==> config.mk <==
export PLATFORM = sky130hd
export DESIGN_NAME = access_control_flat
export DESIGN_NICKNAME = d
export VERILOG_FILES = /design/src/rtl/access_control_if.sv /design/src/rtl/access_control.sv /design/src/flat_wrapper.sv
export SDC_FILE = /design/constraint.sdc
export NUM_CORES = 1
export LEC_CHECK = 0
export ABC_AREA = 0
export ABC_CLOCK_PERIOD_IN_PS = 2260
export CAP_MARGIN = 10
export CORE_MARGIN = 4
export CORE_UTILIZATION = 45
export DETAILED_ROUTE_END_ITERATION = 12
export PLACE_DENSITY = 0.67
export REMOVE_ABC_BUFFERS = 1
export SETUP_SLACK_MARGIN = 0.02
export SLEW_MARGIN = 25
export SYNTH_ARGS = -nofsm -noshare
export SYNTH_HDL_FRONTEND = slang
export SYNTH_SLANG_ARGS = --single-unit
export TNS_END_PERCENT = 100
==> constraint.sdc <==
create_clock -name clk -period 2.26 [get_ports clk]
set_input_delay 0.565 -clock clk [delete_from_list [all_inputs] [get_ports clk]]
set_output_delay 0.565 -clock clk [all_outputs]
set_load 0.1 [all_outputs]
==> src/rtl/access_control_if.sv <==
// Keypad/password bus between the process controller and the access-control block.
interface access_control_if;
  logic        enable;
  logic [3:0]  digit_in;
  logic        enter;
  logic        pwd_load;
  logic [15:0] pwd_new;
  logic        access_granted;
  logic        access_denied;
  logic        locked;
  logic [2:0]  digit_count;
  logic [1:0]  tries;

  modport slave (
    input  enable, digit_in, enter, pwd_load, pwd_new,
    output access_granted, access_denied, locked, digit_count, tries
  );

  modport master (
    output enable, digit_in, enter, pwd_load, pwd_new,
    input  access_granted, access_denied, locked, digit_count, tries
  );
endinterface

==> src/rtl/access_control.sv <==
// Four-digit BCD password check with retry counting and timed lockout.
// All outputs are registered; result pulses appear two edges after the 4th digit.
module access_control #(
  parameter logic [15:0] DEFAULT_PWD = 16'h1234,
  parameter int          MAX_TRIES   = 3,
  parameter int          LOCK_CYCLES = 1000
) (
  input  logic             clk,
  input  logic             rst,
  access_control_if.slave  ac
);

  localparam int             LCW       = $clog2(LOCK_CYCLES);
  localparam logic [LCW-1:0] LOCK_LAST = LCW'(LOCK_CYCLES - 1);
  localparam logic [1:0]     TRY_MAX   = 2'(MAX_TRIES);

  typedef enum logic [2:0] {
    S_IDLE, S_ENTRY, S_CHECK, S_GRANT, S_DENY, S_LOCKED
  } state_e;

  state_e           state_q, state_d;
  logic [15:0]      buf_q, buf_d;
  logic [15:0]      pwd_q, pwd_d;
  logic [2:0]       cnt_q, cnt_d;
  logic [1:0]       tries_q, tries_d;
  logic [LCW-1:0]   lcnt_q, lcnt_d;
  logic             gr_q, gr_d, dn_q, dn_d, lk_q, lk_d;
  logic [1:0]       tries_inc;

  function automatic logic all_bcd(input logic [15:0] v);
    return (v[3:0] <= 4'd9) && (v[7:4] <= 4'd9) &&
           (v[11:8] <= 4'd9) && (v[15:12] <= 4'd9);
  endfunction

  assign tries_inc = tries_q + 2'd1;

  always_comb begin
    state_d = state_q;
    buf_d   = buf_q;
    pwd_d   = pwd_q;
    cnt_d   = cnt_q;
    tries_d = tries_q;
    lcnt_d  = lcnt_q;
    gr_d    = 1'b0;
    dn_d    = 1'b0;
    case (state_q)
      S_IDLE: begin
        if (ac.pwd_load && all_bcd(ac.pwd_new)) pwd_d = ac.pwd_new;
        if (ac.enable) begin
          state_d = S_ENTRY;
          buf_d   = '0;
          cnt_d   = '0;
        end
      end
      S_ENTRY: begin
        // Dropping enable abandons the attempt even if a digit arrives together.
        if (!ac.enable) begin
          state_d = S_IDLE;
          buf_d   = '0;
          cnt_d   = '0;
        end else if (ac.enter && ac.digit_in <= 4'd9) begin
          buf_d = {buf_q[11:0], ac.digit_in};
          cnt_d = cnt_q + 3'd1;
          if (cnt_q == 3'd3) state_d = S_CHECK;
        end
      end
      S_CHECK: begin
        if (buf_q == pwd_q) begin
          state_d = S_GRANT;
        end else begin
          tries_d = tries_inc;
          state_d = (tries_inc == TRY_MAX) ? S_LOCKED : S_DENY;
        end
      end
      S_GRANT: begin
        gr_d    = 1'b1;
        tries_d = '0;
        cnt_d   = '0;
        buf_d   = '0;
        state_d = S_IDLE;
      end
      S_DENY: begin
        dn_d    = 1'b1;
        buf_d   = '0;
        cnt_d   = '0;
        state_d = ac.enable ? S_ENTRY : S_IDLE;
      end
      S_LOCKED: begin
        buf_d = '0;
        cnt_d = '0;
        if (lcnt_q == LOCK_LAST) begin
          lcnt_d  = '0;
          tries_d = '0;
          state_d = S_IDLE;
        end else begin
          lcnt_d = lcnt_q + 1'b1;
        end
      end
      default: state_d = S_IDLE;
    endcase
    lk_d = (state_d == S_LOCKED);
  end

  always_ff @(posedge clk or posedge rst) begin
    if (rst) begin
      state_q <= S_IDLE;
      buf_q   <= '0;
      pwd_q   <= DEFAULT_PWD;
      cnt_q   <= '0;
      tries_q <= '0;
      lcnt_q  <= '0;
      gr_q    <= 1'b0;
      dn_q    <= 1'b0;
      lk_q    <= 1'b0;
    end else begin
      state_q <= state_d;
      buf_q   <= buf_d;
      pwd_q   <= pwd_d;
      cnt_q   <= cnt_d;
      tries_q <= tries_d;
      lcnt_q  <= lcnt_d;
      gr_q    <= gr_d;
      dn_q    <= dn_d;
      lk_q    <= lk_d;
    end
  end

  assign ac.access_granted = gr_q;
  assign ac.access_denied  = dn_q;
  assign ac.locked         = lk_q;
  assign ac.digit_count    = cnt_q;
  assign ac.tries          = tries_q;

endmodule

==> src/flat_wrapper.sv <==
// flat-port wrapper written by rule: the top's interface ports become plain ports
module access_control_flat 
#(
  parameter logic [15:0] DEFAULT_PWD = 16'h1234,
  parameter int          MAX_TRIES   = 3,
  parameter int          LOCK_CYCLES = 1000
)
  (clk, rst, ac_enable, ac_digit_in, ac_enter, ac_pwd_load, ac_pwd_new, ac_access_granted, ac_access_denied, ac_locked, ac_digit_count, ac_tries);
  access_control_if ac_i ();
  input  logic clk;
  input  logic rst;
  input wire logic [$bits(ac_i.enable)-1:0] ac_enable;
  input wire logic [$bits(ac_i.digit_in)-1:0] ac_digit_in;
  input wire logic [$bits(ac_i.enter)-1:0] ac_enter;
  input wire logic [$bits(ac_i.pwd_load)-1:0] ac_pwd_load;
  input wire logic [$bits(ac_i.pwd_new)-1:0] ac_pwd_new;
  output wire logic [$bits(ac_i.access_granted)-1:0] ac_access_granted;
  output wire logic [$bits(ac_i.access_denied)-1:0] ac_access_denied;
  output wire logic [$bits(ac_i.locked)-1:0] ac_locked;
  output wire logic [$bits(ac_i.digit_count)-1:0] ac_digit_count;
  output wire logic [$bits(ac_i.tries)-1:0] ac_tries;
  assign ac_i.enable = ac_enable;
  assign ac_i.digit_in = ac_digit_in;
  assign ac_i.enter = ac_enter;
  assign ac_i.pwd_load = ac_pwd_load;
  assign ac_i.pwd_new = ac_pwd_new;
  assign ac_access_granted = ac_i.access_granted;
  assign ac_access_denied = ac_i.access_denied;
  assign ac_locked = ac_i.locked;
  assign ac_digit_count = ac_i.digit_count;
  assign ac_tries = ac_i.tries;
  access_control #(.DEFAULT_PWD(DEFAULT_PWD), .MAX_TRIES(MAX_TRIES), .LOCK_CYCLES(LOCK_CYCLES)) u_core (.clk(clk), .rst(rst), .ac(ac_i));
endmodule
Word level (Yosys, flattened, before mapping)

Cells that the tools add are included.

Muxes and demuxes: 23
Reductions and logical operators: 12
$lt $le $gt $ge: 5
Add/sub/neg operators: 3
Equality and inequality tests: 14

Operators by type and width:

| kind                    | count |
|---|---|
| $mux W16                | 3 |
| $pmux W16 S3            | 1 |
| $mux W3                 | 9 |
| $le A4 B4 Y1 const B    | 5 |
| $eq A16 B16 Y1          | 1 |
| $pmux W3 S5             | 1 |
| $add A10 B1 Y10 const B | 1 |
| $eq A10 B10 Y1 const B  | 1 |
| $mux W10                | 1 |
| $eq A3 B2 Y1 const B    | 3 |
| $eq A3 B3 Y1 const B    | 3 |
| $pmux W3 S3             | 1 |
| $pmux W2 S3             | 1 |
| $reduce_and A3 Y1       | 2 |
| $reduce_bool A3 Y1      | 2 |
| $logic_and A1 B1 Y1     | 5 |
| $mux W1                 | 4 |
| $mux W2                 | 2 |
| $ne A2 B2 Y1 const B    | 2 |
| $add A3 B1 Y3 const B   | 1 |
| $eq A3 B1 Y1 const B    | 1 |
| $logic_not A3 Y1        | 1 |
| $ne A3 B2 Y1 const B    | 1 |
| $reduce_or A3 Y1        | 1 |
| 4 further kinds         | 4 |

Word-level logic and storage cells: 66
Input bits: 25
Output and inout port bits: 8
Register bits: 53

Logic depth before layout (Yosys ltp)

Gate-level depths: netlist of the first run.

Word-level depth: 6
Depth in mapped cells: 6
Depth with buffers taken out: 6

Worst setup path after synthesis of the first run

No wires, ideal clock.

Path type: register to register
Start point: register u_core.tries_q[0], in the netlist u_core.ac.tries[0]
End point: register u_core.state_q[0]
Arrival time: 1766 ps
Stages on the path, launching flop included: 7
Period minus slack after synthesis: 1913 ps
Setup slack: 347 ps
Buffers on the path: 0
Data required time: 2113 ps
Library setup time: 147 ps
Cell sequence: dfrtp_1 -> inv_1 -> ha_1 -> nand2_1 -> o21ai_0 -> a21oi_1 -> o311ai_2

Longest elaborated chain between the ends: 5

RTL lines:

| item                     | RTL line              | RTL |
|---|---|---|
| start: declaration       | access_control.sv:25  | `logic [1:0] tries_q, tries_d;` |
| start signal: assignment | access_control.sv:120 | `tries_q <= tries_d;` |
| $add A2 B1 Y2            | access_control.sv:35  | `assign tries_inc = tries_q + 2'd1;` |
| $eq A2 B2 Y1             | access_control.sv:72  | `state_d = (tries_inc == TRY_MAX) ? S_LOCKED : S_DENY;` |
| $mux W1                  | access_control.sv:72  |  |
| $mux W3                  | access_control.sv:68  | `if (buf_q == pwd_q) begin` |
| $pmux W3 S5              | access_control.sv:46  | `case (state_q)` |
| net u_core.state_d[0]    | access_control.sv:21  | `state_e state_q, state_d;` |
| end signal: assignment   | access_control.sv:116 | `state_q <= state_d;` |
| end: declaration         | access_control.sv:21  |  |

The timed path passes the listed nets, and every way through them passes these cells.
A chain may end at the register's enable or synchronous reset.

Worst setup path in the final report of the first run

Start point: register u_core.state_q[0]
End point: register u_core.cnt_q[0], in the netlist u_core.ac.digit_count[0]

Longest elaborated chain between the ends: 4
Elaborated cells between the ends (all ways): 11
Those cells by class: eq/ne (6); mux (1); reduce/logical (4)

RTL lines:

| item                                         | RTL line              | RTL |
|---|---|---|
| $eq A3 B2 Y1 or $eq A3 B3 Y1 (tied branches) | access_control.sv:46  |  |
| $reduce_or A3 Y1 (no source line)            | --                    |  |
| $reduce_bool A3 Y1 (no source line)          | --                    |  |
| $reduce_and A3 Y1 (no source line)           | --                    |  |
| end signal: assignment                       | access_control.sv:119 | `cnt_q <= cnt_d;` |
| end: declaration                             | access_control.sv:24  | `logic [2:0] cnt_q, cnt_d;` |

Parallel ways exist; a longest one is shown, timed or not.

==> impl_metrics.csv, run 1 <==
group,metric,value,unit
sta,hold_violations,0,
sta,report.final.slew_viol_count,0,
grt,grt_pass1_wl,8450,um
cells_and_area,diodes,0,
pwr,p_leak,0.00143,uW
status,status,"completed",
critical_path,rrSetupSlack,0.23,ns
logic_synthesis,yosys.area.top_type,"dfrtp_1",
drt,wire_per_inst,15.2,um
sta,setup_ws,0.226,ns
logic_synthesis,ys_types,44,
cells_and_area,final_common_cell,"dfrtp_1",
floorplan,core,5510,um^2
drt,drtPass1Iterations,4,
sta,setup_tns,0,ns
drt,vias_per_cell,5.29,
logic_synthesis,synth_top_area_share,46.9,%
cts,cts_buffer_depth,2,
drt,drc,0,
cts,path_clk_slew,0.09,ns
grt,grt_pass1_vias,1775,
cts,cts.sinks,53,
logic_synthesis,avgSynthCellArea,12.3,um^2
drt,drtIter0Drc,88,
cts,postCtsSetupBuffers,0,
cells_and_area,fill_cells,488,
grt,antenna_found_initial,0,
pwr,p_int,1700,uW
pwr,power,2210,uW
critical_path,cp_slowest_cell,"dfrtp_1",
drt,num_vias,1692,
cts,htreeDepth,2,
cells_and_area,layout.nets,276,
floorplan,die_area,6970,um^2
critical_path,crit_chain,"inv_1 > nor2_1 > a31oi_1 > o21ai_2 > mux2_2",
hold_path,hold_path_class,"primary input to async pin",
logic_synthesis,ys_seq_area_share,52.0,%
critical_path,critPathMaxStageDelay,0.65,ns
critical_path,crit_path_start_kind,"register",
cells_and_area,layout_common_cells,"dfrtp_1 (48), clkdlybuf4s50_1 (24), xor2_1 (18), a22o_1 (18), nand2_1 (15)",
floorplan,io_pins,33,
floorplan,initial_core_util,46.6,%
critical_path,criticalPathCategory,"register to register",
logic_synthesis,syn-cell-area,2560,um^2
critical_path,worstPathArrival,2.28,ns
sta,layout_min_cycle_time,2.03,ns
grt,grt-ovfl-total,0,
logic_synthesis,synthTopCellsByArea,"dfrtp_1 (47%), a22o_1 (6.1%), xor2_1 (6.1%)",
cells_and_area,final_util,56.6,%
cells_and_area,layout-drive-gt1-share,23.4,%
critical_path,cp_data_required_time,2.51,ns
cts,clock_latency,0.31,ns
sta,maxSlewHeadroom,51.0,%
sta,clock.fmax,0.492,GHz
pwr,vdd_ir_drop_max,0.367,mV
pwr,p_sw,518,uW
sta,setup_violations,0,
sta,worst_pin_slew,0.735,ns
floorplan,fp-row-count,27,
critical_path,endpoint_kind,"register",
critical_path,cp_num_buf_inv,1,
sta,skew,0.00580,ns
drt,ant_nets,0,
cts,holdBufCountCts,0,
place,dp_slack,-0.0492,ns
logic_synthesis,synthArstFlopShare,100,%
cells_and_area,area_growth,21.5,%
logic_synthesis,synth-seq-cells,53,
cts,clockRootBuffer,"clkbuf_8",
logic_synthesis,synthCells,208,
cts,cts_buffers,5,
logic_synthesis,synth_warnings,0,
sta,fin_crit_sh,90.0,%
sta,grt_setup_unrepaired,"false",
cts,cts_tree,"built",
drt,routed_wl,4880,um
critical_path,critPathMaxFanout,19,
pwr,p_per_area,711,nW/um^2
critical_path,path_delay_family,"compound AO/OA/AOI/OAI gates",
logic_synthesis,synth_ff_type,"dfrtp_1",
pwr,pwr-share-clk,33.6,%
place,io_buffers,32,
grt,grt_max_degree,22,
pwr,swShare,23.4,%
grt,grt_usage,15.1,%
pwr,combPwrFrac,15.0,%
cts,ctsResizeCount,0,
pwr,pwr-share-seq,51.5,%
place,dp_hpwl,3570,um
place,place_congestion,0.840,
logic_synthesis,synth_edf_count,0,
floorplan,die_x,83.5,um
floorplan,dieHeight,83.5,um
job,maxCapViolCount,0,
-- area by class of cell --
type,count,area [um^2],area share [%]
clock buffer,5,68.8,2.21
clock inverter,3,65.1,2.09
inverter,7,26.3,0.844
multi-input combinational,141,1150,37.0
sequential,53,1330,42.8
tap,72,90.1,2.89
timing repair buffer,39,378,12.1
-- synthesized netlist by cell type, types with 3 or more instances --
library cell	instances
mux2_2	7
a22o_1	18
buf_2	3
nand4_1	3
mux2_4	10
dfrtp_1	48
nand2_1	15
inv_1	7
dfstp_2	5
o31ai_1	3
o21ai_0	11
nor2_1	11
and3_1	4
nor4_1	5
nand3_1	3
xor2_1	18
xnor2_1	4
ha_1	4
-- per-layer routing --
layer  vias to the layer above  routed length (um)  GRT usage [%]
met1                       829                2470           20.9
met5                         -                   0              0
met4                         0                 102           6.73
met3                         8                 149           3.46
met2                        25                2160           22.4
li1                        830                   -              -
-- worst paths after layout --
path                                              start                                   end  depth (start not counted)
setup / recovery            u_core.state_q[0]$_DFF_PP0_  u_core.ac.digit_count[0]$_DFFE_PP0P_                          5
hold / removal                                      rst     u_core.ac.access_denied$_DFF_PP0_                          2
setup reg to reg            u_core.state_q[0]$_DFF_PP0_  u_core.ac.digit_count[0]$_DFFE_PP0P_                          5
hold reg to reg            u_core.lcnt_q[9]$_DFFE_PP0P_          u_core.lcnt_q[9]$_DFFE_PP0P_                          1
max in group asynchronous                           rst           u_core.pwd_q[5]$_DFFE_PP1P_                          3
min in group clk           u_core.lcnt_q[9]$_DFFE_PP0P_          u_core.lcnt_q[9]$_DFFE_PP0P_                          1
-- power by group through the flow --
stage / combinational [uW] / sequential, uW / clock (uW)
after floorplan: 219 / 1150 / 0
after global placement: 328 / 1160 / 0
after detailed placement: 331 / 1160 / 0
after CTS: 336 / 1140 / 763
after global routing: 367 / 1150 / 801
final: 331 / 1140 / 743
-- per-stage QoR --
step | cell area, um^2 | instances | hold WS, ns
after floorplan | 2510 | 201 | 0.455
after global placement | 2980 | 312 | 0.483
after detailed placement | 2980 | 312 | 0.489
after CTS | 3110 | 320 | 0.502
after global routing | 3110 | 320 | 0.531
final | 3110 | 320 | 0.503
-- cell families after synthesis --
logic type                 after synthesis  share of synthesized area (%)
muxes                                   17                           8.93
adders and majority gates                4                           1.95
and+or+nand+nor                         54                           12.6
DFF                                     53                           52.0
AOI/OAI and AO/OA                       44                           13.7
buffers and inverters                   14                           3.27
xor gates and xnor gates                22                           7.52
-- sequential cells by signal (all words and copies together) (netlist names) --
register,flops
u_core.ac.locked,1
u_core.ac.access_granted,1
u_core.ac.digit_count,3
u_core.pwd_q,16
u_core.buf_q,16
u_core.state_q,3
u_core.ac.tries,2
u_core.lcnt_q,10
u_core.ac.access_denied,1
(Power assumes the default switching activity.)
==> run 2, diff against run 1 <==
DONT_BUFFER_PORTS = 1   (was unset)
PLACE_DENSITY = 0.6   (was 0.67)
==> impl_metrics.csv, run 2 (synthesis results as in run 1) <==
group,metric,value,unit
job,maxCapViolCount,0,
critical_path,crit_chain,"inv_1 > nor2_1 > a31oi_1 > o21ai_4 > mux2_2",
drt,routed_wl,5090,um
floorplan,core,5510,um^2
sta,setup_violations,0,
drt,drtIter0Drc,73,
sta,grt_setup_unrepaired,"false",
critical_path,crit_path_start_kind,"register",
critical_path,critPathMaxFanout,19,
critical_path,criticalPathCategory,"register to register",
critical_path,critPathMaxStageDelay,0.61,ns
grt,grt-ovfl-total,0,
cts,cts.sinks,53,
grt,antenna_found_initial,0,
floorplan,io_pins,33,
place,dp_slack,0.260,ns
cts,htreeDepth,2,
cells_and_area,diodes,0,
cells_and_area,final_util,50.6,%
grt,grt_pass1_vias,1814,
hold_path,hold_path_class,"primary input to async pin",
cells_and_area,layout-drive-gt1-share,23.9,%
drt,wire_per_inst,17.3,um
cells_and_area,layout.nets,250,
place,io_buffers,0,
critical_path,cp_slowest_cell,"dfrtp_1",
cells_and_area,final_common_cell,"dfrtp_1",
sta,setup_ws,0.415,ns
drt,ant_nets,0,
grt,grt_usage,15.5,%
sta,report.final.slew_viol_count,0,
place,place_congestion,0.797,
cts,clock_latency,0.30,ns
place,dp_hpwl,3820,um
sta,skew,0.00259,ns
sta,hold_violations,0,
cts,postCtsSetupBuffers,0,
critical_path,r2r-start,"u_core.state_q[0]$_DFF_PP0_",
grt,grt_max_degree,28,
floorplan,die_x,83.5,um
drt,vias_per_cell,5.59,
cts,cts_buffer_depth,2,
critical_path,worstPathArrival,2.09,ns
cells_and_area,area_growth,8.74,%
sta,clock.fmax,0.542,GHz
cts,cts_tree,"built",
cts,holdBufCountCts,0,
sta,layout_min_cycle_time,1.85,ns
cts,path_clk_slew,0.09,ns
sta,maxSlewHeadroom,60.8,%
drt,drtPass1Iterations,4,
critical_path,r2r-end,"u_core.ac.digit_count[0]$_DFFE_PP0P_",
sta,whs,0.202,ns
drt,drc,0,
floorplan,initial_core_util,46.6,%
drt,num_vias,1643,
place,post-place-cells,286,
cells_and_area,layout_common_cells,"dfrtp_1 (48), xor2_1 (18), a22o_1 (18), nand2_1 (15), buf_4 (13)",
cells_and_area,fin_area,2790,um^2
critical_path,rrSetupSlack,0.41,ns
cts,cts_buffers,5,
place,placed_area,2700,um^2
cells_and_area,top_regs,"u_core.buf_q x16, u_core.pwd_q x16, u_core.lcnt_q x10",
sta,worst_pin_slew,0.587,ns
critical_path,cp_data_required_time,2.50,ns
floorplan,dieHeight,83.5,um
critical_path,ff2ff_path_depth,5,
pwr,p_per_area,693,nW/um^2
floorplan,fp-row-count,27,
status,status,"completed",
sta,fin_crit_sh,81.7,%
critical_path,endpoint_kind,"register",
pwr,p_leak,0.00129,uW
pwr,vdd_ir_drop_max,0.366,mV
floorplan,die_area,6970,um^2
cts,clockRootBuffer,"clkbuf_8",
cells_and_area,final_cell_count_no_fill,294,
grt,grt_pass1_wl,8860,um
==> run 2: cell count changes in the layout (fill, tap and decap cells not counted), sizes merged <==
cell           change
clkdlybuf4s50     -24
clkbuf             +3
buf                -2
bufinv             -2
clkinv             -1
==> run 2: metal layers <==
layer | part of all wire (%) | GRT usage, %
met1 | 43 | 19.6
met2 | 53 | 27.1
met3 | 2.9 | 3.46
met4 | 1.0 | 3.36
met5 | 0 | 0
==> run 2: through the flow <==
step	setup TNS, ns	power (uW)
floorplan	-7.22	1370
global placement	0	1430
detailed placement	0	1440
CTS	0	1950
global route	0	2030
finish	0	1930
==> run 2: how the worst max path moves through the flow <==
| stage | from | to | slack (ns) | depth (start not counted) |
|---|---|---|---|---|
| floorplan | ac_digit_in[1] | u_core.ac.digit_count[0]$_DFFE_PP0P_ | -0.45 | 4 |
| global placement | u_core.state_q[0]$_DFF_PP0_ | u_core.ac.digit_count[0]$_DFFE_PP0P_ | 0.37 | 5 |
| detailed placement | u_core.state_q[0]$_DFF_PP0_ | u_core.ac.digit_count[0]$_DFFE_PP0P_ | 0.26 | 5 |
| CTS | u_core.state_q[0]$_DFF_PP0_ | u_core.ac.digit_count[0]$_DFFE_PP0P_ | 0.23 | 5 |
| global route | u_core.state_q[0]$_DFF_PP0_ | u_core.ac.digit_count[0]$_DFFE_PP0P_ | 0.17 | 5 |
| finish | u_core.state_q[0]$_DFF_PP0_ | u_core.ac.digit_count[0]$_DFFE_PP0P_ | 0.41 | 5 |
==> run 2: critical path, delay by kind of cell (launching register included) <==
family | cells | cell delay (ns)
compound gates | 2 | 0.57
flops | 1 | 0.61
buf+inv | 1 | 0.22
mux | 1 | 0.25
simple gates | 1 | 0.14
==> run 2: final cells by class <==
| class | instances | area (um^2) |
|---|---|---|
| Clock buffer | 8 | 80.1 |
| Fill cell | 479 | 2720 |
| Inverter | 7 | 26.3 |
| Multi-Input combinational cell | 141 | 1160 |
| Sequential cell | 53 | 1330 |
| Tap cell | 72 | 90.1 |
| Timing Repair Buffer | 13 | 97.6 |
==> run 2: where the power goes <==
part | switching, uW | internal [uW] | total [uW]
Clock | 293 | 221 | 514
Combinational | 124 | 156 | 280
Sequential | 78.6 | 1060 | 1140
==> run 2: timing repair <==
| item | in CTS | in global routing |
|---|---|---|
| endpoints found under the hold margin | 0 | 0 |
| endpoints found under the setup margin | 0 | 9 |
| resized for setup | 0 | 1 |
